===== config.mk =====
export PLATFORM = sky130hd
export DESIGN_NAME = wav_recorder
export DESIGN_NICKNAME = d
export VERILOG_FILES = /design/src/rtl/wav_recorder.sv
export SDC_FILE = /design/constraint.sdc
export NUM_CORES = 1
export LEC_CHECK = 0
export ABC_CLOCK_PERIOD_IN_PS = 3000
export BUFFER_PORTS_ARGS = -buffer_cell sky130_fd_sc_hd__buf_2
export CAP_MARGIN = 20
export CELL_PAD_IN_SITES_DETAIL_PLACEMENT = 0
export CELL_PAD_IN_SITES_GLOBAL_PLACEMENT = 1
export CORE_ASPECT_RATIO = 1.1
export CORE_MARGIN = 4
export CORE_UTILIZATION = 42
export CTS_CLUSTER_SIZE = 12
export DETAILED_ROUTE_END_ITERATION = 10
export GPL_TIMING_DRIVEN = 0
export PLACE_DENSITY_LB_ADDON = 0.1
export SETUP_SLACK_MARGIN = 0.1
export SYNTH_ARGS = -nofsm -noshare
export SYNTH_HDL_FRONTEND = slang
export SYNTH_SLANG_ARGS = --single-unit
export TNS_END_PERCENT = 30

===== constraint.sdc =====
create_clock -name clk -period 3 [get_ports clk]
set_input_delay 0.6 -clock clk [delete_from_list [all_inputs] [get_ports clk]]
set_output_delay 0.6 -clock clk [all_outputs]
set_load 0.1 [all_outputs]

===== src/rtl/wav_recorder.sv =====
// Decimating audio capture: arms on a pulse, starts on a level trigger, then streams one
// sample per prescaler tick into the sample RAM write port until full or stopped.
module wav_recorder #(
  parameter int ADDR_W = 14,
  parameter int DATA_W = 8,
  parameter int DIV    = 2177,
  parameter int THRESH = 16
) (
  input  logic              clk,
  input  logic              reset_n,
  input  logic [DATA_W-1:0] audio_in,
  input  logic              arm,
  input  logic              stop,
  output logic [ADDR_W-1:0] ram_a,
  output logic [DATA_W-1:0] ram_d,
  output logic              ram_we,
  output logic [ADDR_W:0]   length,
  output logic              armed,
  output logic              recording,
  output logic              done
);

  localparam int PW = (DIV > 0) ? $clog2(DIV + 1) : 1;
  localparam logic [PW-1:0]     DIV_P     = PW'(DIV);
  localparam logic [DATA_W-1:0] MID       = {1'b1, {(DATA_W-1){1'b0}}};
  localparam logic [DATA_W:0]   THR       = (DATA_W+1)'(THRESH);
  localparam logic [ADDR_W-1:0] ADDR_LAST = '1;

  typedef enum logic [1:0] {S_IDLE, S_WAIT, S_CAP, S_DONE} state_t;

  function automatic logic [DATA_W-1:0] abs_dev(input logic [DATA_W-1:0] s);
    return (s >= MID) ? (s - MID) : (MID - s);
  endfunction

  state_t            state_q, state_d;
  logic [PW-1:0]     presc_q, presc_d;
  logic [ADDR_W-1:0] addr_q, addr_d;
  logic [ADDR_W:0]   len_q, len_d;
  logic              we_q, we_d;
  logic [ADDR_W-1:0] ram_a_q, ram_a_d;
  logic [DATA_W-1:0] ram_d_q, ram_d_d;
  logic              armed_q, rec_q, done_q;
  logic              tick, trig;
  logic [PW-1:0]     presc_nxt;

  assign tick      = (presc_q == DIV_P);
  assign trig      = ({1'b0, abs_dev(audio_in)} >= THR);
  assign presc_nxt = tick ? '0 : presc_q + PW'(1);

  // Stop outranks tick, tick outranks arm; outputs are registered so the write strobe
  // appears the cycle after the tick edge that sampled audio_in.
  always_comb begin
    state_d = state_q;
    presc_d = presc_q;
    addr_d  = addr_q;
    len_d   = len_q;
    we_d    = 1'b0;
    ram_a_d = ram_a_q;
    ram_d_d = ram_d_q;
    case (state_q)
      S_IDLE, S_DONE: begin
        presc_d = '0;
        if (arm) begin
          state_d = S_WAIT;
          addr_d  = '0;
          len_d   = '0;
        end
      end
      S_WAIT: begin
        presc_d = presc_nxt;
        if (stop) begin
          state_d = S_IDLE;
          presc_d = '0;
        end else if (tick && trig) begin
          we_d    = 1'b1;
          ram_a_d = addr_q;
          ram_d_d = audio_in;
          addr_d  = addr_q + ADDR_W'(1);
          len_d   = len_q + (ADDR_W+1)'(1);
          state_d = S_CAP;
        end
      end
      S_CAP: begin
        presc_d = presc_nxt;
        if (stop) begin
          state_d = S_DONE;
          presc_d = '0;
        end else if (tick) begin
          we_d    = 1'b1;
          ram_a_d = addr_q;
          ram_d_d = audio_in;
          addr_d  = addr_q + ADDR_W'(1);
          len_d   = len_q + (ADDR_W+1)'(1);
          if (addr_q == ADDR_LAST) begin
            state_d = S_DONE;
            presc_d = '0;
          end
        end
      end
      default: state_d = S_IDLE;
    endcase
  end

  always_ff @(posedge clk) begin
    if (!reset_n) begin
      state_q <= S_IDLE;
      presc_q <= '0;
      addr_q  <= '0;
      len_q   <= '0;
      we_q    <= 1'b0;
      ram_a_q <= '0;
      ram_d_q <= '0;
      armed_q <= 1'b0;
      rec_q   <= 1'b0;
      done_q  <= 1'b0;
    end else begin
      state_q <= state_d;
      presc_q <= presc_d;
      addr_q  <= addr_d;
      len_q   <= len_d;
      we_q    <= we_d;
      ram_a_q <= ram_a_d;
      ram_d_q <= ram_d_d;
      armed_q <= (state_d == S_WAIT);
      rec_q   <= (state_d == S_CAP);
      done_q  <= (state_d == S_DONE);
    end
  end

  assign ram_a     = ram_a_q;
  assign ram_d     = ram_d_q;
  assign ram_we    = we_q;
  assign length    = len_q;
  assign armed     = armed_q;
  assign recording = rec_q;
  assign done      = done_q;

endmodule


# Yosys cells after proc, flatten, opt, wreduce, memory -nomap -nowiden
# Cells that the tools add are included.
[totals]
latchBits = 0
mem_bits_rw = 0
in_bits = 12
rom_bits = 0
reg_bits = 69
output_inout_bits = 41
elab_cells = 77
memories = 0
[classes]
n_div = 0
n_addsub = 5
n_reduce_logical = 6
n_mul = 0
shift = 0
muxes = 41
bitwise = 0
n_eq_ne = 13
order_cmp = 2
[op_table]
columns = ["cell", "count"]
rows = [
  ["2-to-1 mux 14 bit", 9],
  ["2-to-1 mux 15 bit", 5],
  ["2-to-1 mux 12 bit", 5],
  ["case mux 15 bit (3 select lines)", 1],
  ["case mux 14 bit (3 select lines)", 1],
  ["2-to-1 mux 8 bit", 5],
  ["case mux 12 bit (3 select lines)", 1],
  ["case mux 14 bit (2 select lines)", 1],
  ["case mux 8 bit (2 select lines)", 1],
  ["adder 15 x 1 -> 15 bit, second input constant", 1],
  ["adder 14 x 1 -> 14 bit, second input constant", 1],
  ["equality test 14 bit, second input constant", 1],
  ["adder 12 x 1 -> 12 bit, second input constant", 1],
  ["equality test 12 bit, second input constant", 1],
  ["2-to-1 mux 2 bit", 6],
  ["inequality test 2 bit, second input constant", 5],
  ["AND reduction 5 bit", 2],
  ["equality test 2 bit, second input constant", 4],
  ["greater-or-equal comparator 8 x 5 -> 1 bit, second input constant", 1],
  ["greater-or-equal comparator 8 bit, second input constant", 1],
  ["subtractor 8 bit, first input constant", 1],
  ["subtractor 8 bit, second input constant", 1],
  ["case mux 2 bit (3 select lines)", 1],
  ["equality test 2 x 1 -> 1 bit, second input constant", 2],
  ["6 further kinds", 9],
]

# Logic depth before layout (Yosys ltp)
[depth]
ltp_word = 8
depth_mapped = 9
ltp_nobuf = 8

# Worst setup path after synthesis
# OpenSTA, ideal clock, no wires.
[synth_path]
path_type = "register to register"
from = "register len_q[0], in the netlist length[0]"
to = "register len_q[14], in the netlist length[14]"
setup_time_ns = 0.118
period_less_slack_ns = 2.508
slack_ns = 0.492
t_arrival_ns = 2.390
stages_incl_launch_ff = 8
t_required_ns = 2.882
n_path_buf = 0
cell_sequence = "dfxtp_1 > ha_1 > nand3_1 > nor2_1 > nand3_1 > nor3_1 > xor2_1 > a22o_1"
[synth_between]
elab_chain_len = 4
elab_cells_between_ends = 6
cone_classes = "add/sub: 1; mux: 5"
[synth_lines]
columns = ["item", "line", "rtl"]
rows = [
  ["start: declaration", "38", "logic [ADDR_W:0] len_q, len_d;"],
  ["start signal: assignment", "120", "len_q <= len_d;"],
  ["adder 15 x 1 -> 15 bit (*)", "79, 93", ""],
  ["2-to-1 mux 15 bit, on equally long branches", "88, 74", ""],
  ["2-to-1 mux 15 bit, on equally long branches", "85, 71", ""],
  ["case mux 15 bit (3 select lines) (*)", "60", "case (state_q)"],
]
# Mark *: on every way between the ends. The rest lies on a longest branch, timed or not. The select of a mux whose other input is x is not followed.
# A chain may end at the register's enable or synchronous reset.

# Final worst setup path
[layout_path]
from = "register presc_q[0]"
to = "register addr_q[9]"
[layout_between]
elab_chain_len = 4
elab_cells_between_ends = 5
cone_classes = "eq/ne: 3; reduce/logical: 2"
[layout_lines]
columns = ["item", "line", "rtl"]
rows = [
  ["start: declaration", "36", "logic [PW-1:0] presc_q, presc_d;"],
  ["start signal: assignment", "118", "presc_q <= presc_d;"],
  ["equality test 12 bit (*)", "46", "assign tick = (presc_q == DIV_P);"],
  ["logical AND 1 bit", "74", "end else if (tick && trig) begin"],
  ["inequality test 2 bit (no source line)", "-", ""],
  ["AND reduction 5 bit (no source line) (*)", "-", ""],
  ["end signal: assignment", "119", "addr_q <= addr_d;"],
  ["end: declaration", "37", "logic [ADDR_W-1:0] addr_q, addr_d;"],
]
# Mark *: on every way between the ends. The rest lies on a longest branch, timed or not.

==> impl_metrics.py <==
metrics = {
    "clock_network": {
        "cts_root_buf": "clkbuf_8",
        "cts_hold_buf": 0,
        "ctsResizeCount": 0,
        "post-cts-setup-buffers": 0,
        "clockBufferDepth": 2,
        "clock-sinks": 69,
        "clk_pin_slew_ns": 0.08,
        "cts_tree": "built",
        "htreeDepth": 3,
        "cts_made_buffers": 9,
        "clock_latency_ns": 0.34,
    },
    "grt": {
        "antenna_found_initial": 0,
        "grt_remaining_overflow": 0,
        "grt_max_degree": 14,
        "track_usage_pct": 17.4,
        "grt_pass1_wl_mm": 12.9,
        "grt_pass1_vias": 2695,
    },
    "floorplan": {
        "io_pins": 53,
        "start_util_pct": 43.9,
        "rows": 32,
        "die_h_microns": 98.8,
        "fp.coreArea_sq_um": 7170,
        "dieArea_sq_um": 8940,
        "die_w_microns": 90.5,
    },
    "finish": {
        "layout.nets": 449,
        "antenna_cells": 0,
        "final_cell_mix": "69 x dfxtp_1, 52 x buf_2, 47 x nand2_1",
        "nFillCells": 704,
        "drive_above_1_share_pct": 18.6,
        "final_common_cell": "dfxtp_1",
        "area_delta_synth_final_pct": 17.9,
    },
    "critical_path": {
        "ff2ff_path_depth": 6,
        "crit_buf_inv": 0,
        "cp-start-kind": "register",
        "cpMaxStageDelayCell": "or4_4",
        "critPathArrivalTime_ns": 2.68,
        "cpPeakStageDelay_ns": 0.59,
        "startpoint": "presc_q[0]",
        "cp_max_fo": 6,
        "path_cells": "ha_1 -> or4b_4 -> or4_4 -> a21boi_2 -> a21boi_0 -> o21a_1",
        "end_kind": "register",
        "regToRegEndpoint": "addr_q[9]",
        "critical_path_required_ns": 3.23,
        "path_depth": 6,
        "endpoint": "addr_q[9]",
        "crit_type": "register to register",
        "timing.rr.start": "presc_q[0]",
        "critPathTopFamily": "simple AND/OR/NAND/NOR gates",
        "rrSetupSlack_ns": 0.55,
    },
    "synth": {
        "ys_seq_elements": 69,
        "synth_flop_cell": "dfxtp_1",
        "syn_avg_cell_area_sq_um": 8.55,
        "synth_edf_count": 0,
        "ys_async_sr_fraction_pct": 0,
        "synthCells": 368,
        "yosysSeqAreaShare_pct": 43.9,
        "ys_warn_count": 0,
        "syn_area_sq_um": 3150,
        "yosysUniqueCellTypes": 56,
        "syn-num-nets": 387,
    },
    "timing": {
        "worst_slew_pin_slew_ns": 0.709,
        "setup_ws_ns": 0.549,
        "finalMaxSlewViolations": 0,
        "setup_viol": 0,
        "fin_skew_ns": 0.0109,
        "rsz0062_at_grt": "false",
        "whs_ns": 0.467,
        "tns_ns": 0,
        "finalCritPeriodShare_pct": 81.7,
        "slew-limit-headroom_pct": 52.2,
        "fin_crit_ns": 2.45,
        "hold_viol_final": 0,
        "fmax_mhz": 408,
    },
    "placed_design": {
        "gp_congestion": 0.818,
        "place_ws_ns": 0.247,
        "hpwlAfterDp_mm": 5.49,
        "io_buffers": 51,
    },
    "drt": {
        "post-route-drc-count": 0,
        "via_per_inst": 5.46,
        "drt-initial-drc-count": 124,
        "drt-total-wl_mm": 7.51,
        "wl_per_cell_microns": 14.4,
        "antenna_left": 0,
        "first_pass_iters": 4,
        "routed-via-count": 2839,
    },
    "pwr": {
        "p_per_area_nw_per_um2": 550,
        "ir_worst_vdd_mv": 0.246,
        "leakage_uw": 0.00154,
    },
    "flow_run": {
        "maxCapViolCount": 0,
    },
    "hold_path": {
        "min_path_type": "register to register",
    },
    "run_status": {
        "status": "completed",
    },
}
tightest hold or removal path, stage by stage, from the launching register on:
cell	delay [ns]
dfxtp_1	0.31
nand3_1	0.05
o21ai_0	0.06
layout make-up:
type                            count  area, sq um  share of cell area [%]
Buffer                             17         72.6                    1.96
Clock buffer                        9          124                    3.34
Clock inverter                      7         76.3                    2.06
Inverter                            7         26.3                   0.709
Multi-Input combinational cell    275         1670                    44.9
Sequential cell                    69         1380                    37.3
Tap cell                           85          106                    2.87
Timing Repair Buffer               51          255                    6.88
per-stage QoR:
stage	instances	power (uW)	cell area (sq um)	util, %
after global routing	520	2130	3710	51.7
after detailed placement	504	1300	3510	48.9
final	520	2040	3710	51.7
after floorplan	368	1220	3150	-
after CTS	520	2060	3710	51.7
after global placement	504	1300	3510	48.9
worst min-delay path by stage:
| stage | startpoint | to | slack (ns) | cells after the start |
|---|---|---|---|---|
| 3_3_place_gp | ram_d[4] | ram_d[4] | 0.45 | 2 |
| 6_report | ram_d[6] | ram_d[6] | 0.47 | 2 |
| 5_1_grt | ram_d[7] | ram_d[7] | 0.49 | 2 |
| 3_5_place_dp | ram_d[6] | ram_d[6] | 0.46 | 2 |
| 4_1_cts | ram_d[6] | ram_d[6] | 0.47 | 2 |
| 2_1_floorplan | addr_q[4] | addr_q[4] | 0.44 | 1 |
cells in the mapped netlist (2+ instances only):
cell	number	area [sq um]
clkbuf_1	12	45.0
a211o_1	4	35.0
o31ai_1	2	15.0
nor4_1	2	12.5
a31oi_1	6	37.5
xnor2_1	7	61.3
and4_1	3	26.3
ha_1	7	87.6
nand4_1	6	37.5
nand2_1	47	176
nand2b_1	3	18.8
and3_1	15	93.8
nor2b_1	3	18.8
dfxtp_1	69	1380
o22ai_1	3	18.8
o21ai_0	33	165
and2_1	2	12.5
nand3_1	37	185
xor2_1	8	70.1
o21ai_1	2	10.0
a21oi_4	2	32.5
nor3_1	7	35.0
inv_1	7	26.3
nor2_1	27	101
a21oi_1	13	65.1
buf_1	3	11.3
or2_2	2	12.5
o211ai_1	4	30.0
a22o_1	5	43.8
flip-flops by register name (all words and copies together), names as in the netlist:
signal,count
recording,1
done,1
state_q,2
armed,1
length,15
ram_d,8
ram_we,1
presc_q,12
ram_a,14
addr_q,14
routing by layer:
metal | GRT usage [%] | up-vias | part of all wire [%]
met1 | 22.4 | 1330 | 47
met3 | 3.13 | 6 | 5.1
met5 | 0 | - | 0
met2 | 29.5 | 55 | 47
li1 | - | 1448 | -
met4 | 5.54 | 0 | 0.71
cells by family (layout without fill, tap and decap cells):
kind of cell               after synthesis  in the layout  share of synthesized area (%)
adders and majority gates                7              7                           2.78
AOI/OAI and AO/OA                       87             87                           18.6
xor gates and xnor gates                15             15                           4.18
buffers and inverters                   24             91                           3.14
DFF                                     69             69                           43.9
and+or+nand+nor                        166            166                           27.4
report_power, final:
part | total, uW | leakage [uW] | switching (uW) | internal [uW]
registers | 950 | 0.000557 | 15.2 | 935
logic | 331 | 0.000890 | 259 | 71.9
clock network | 757 | 0.0000954 | 371 | 386
total | 2040 | 0.00154 | 645 | 1390
Note: power is estimated with default switching activity, not from simulation.
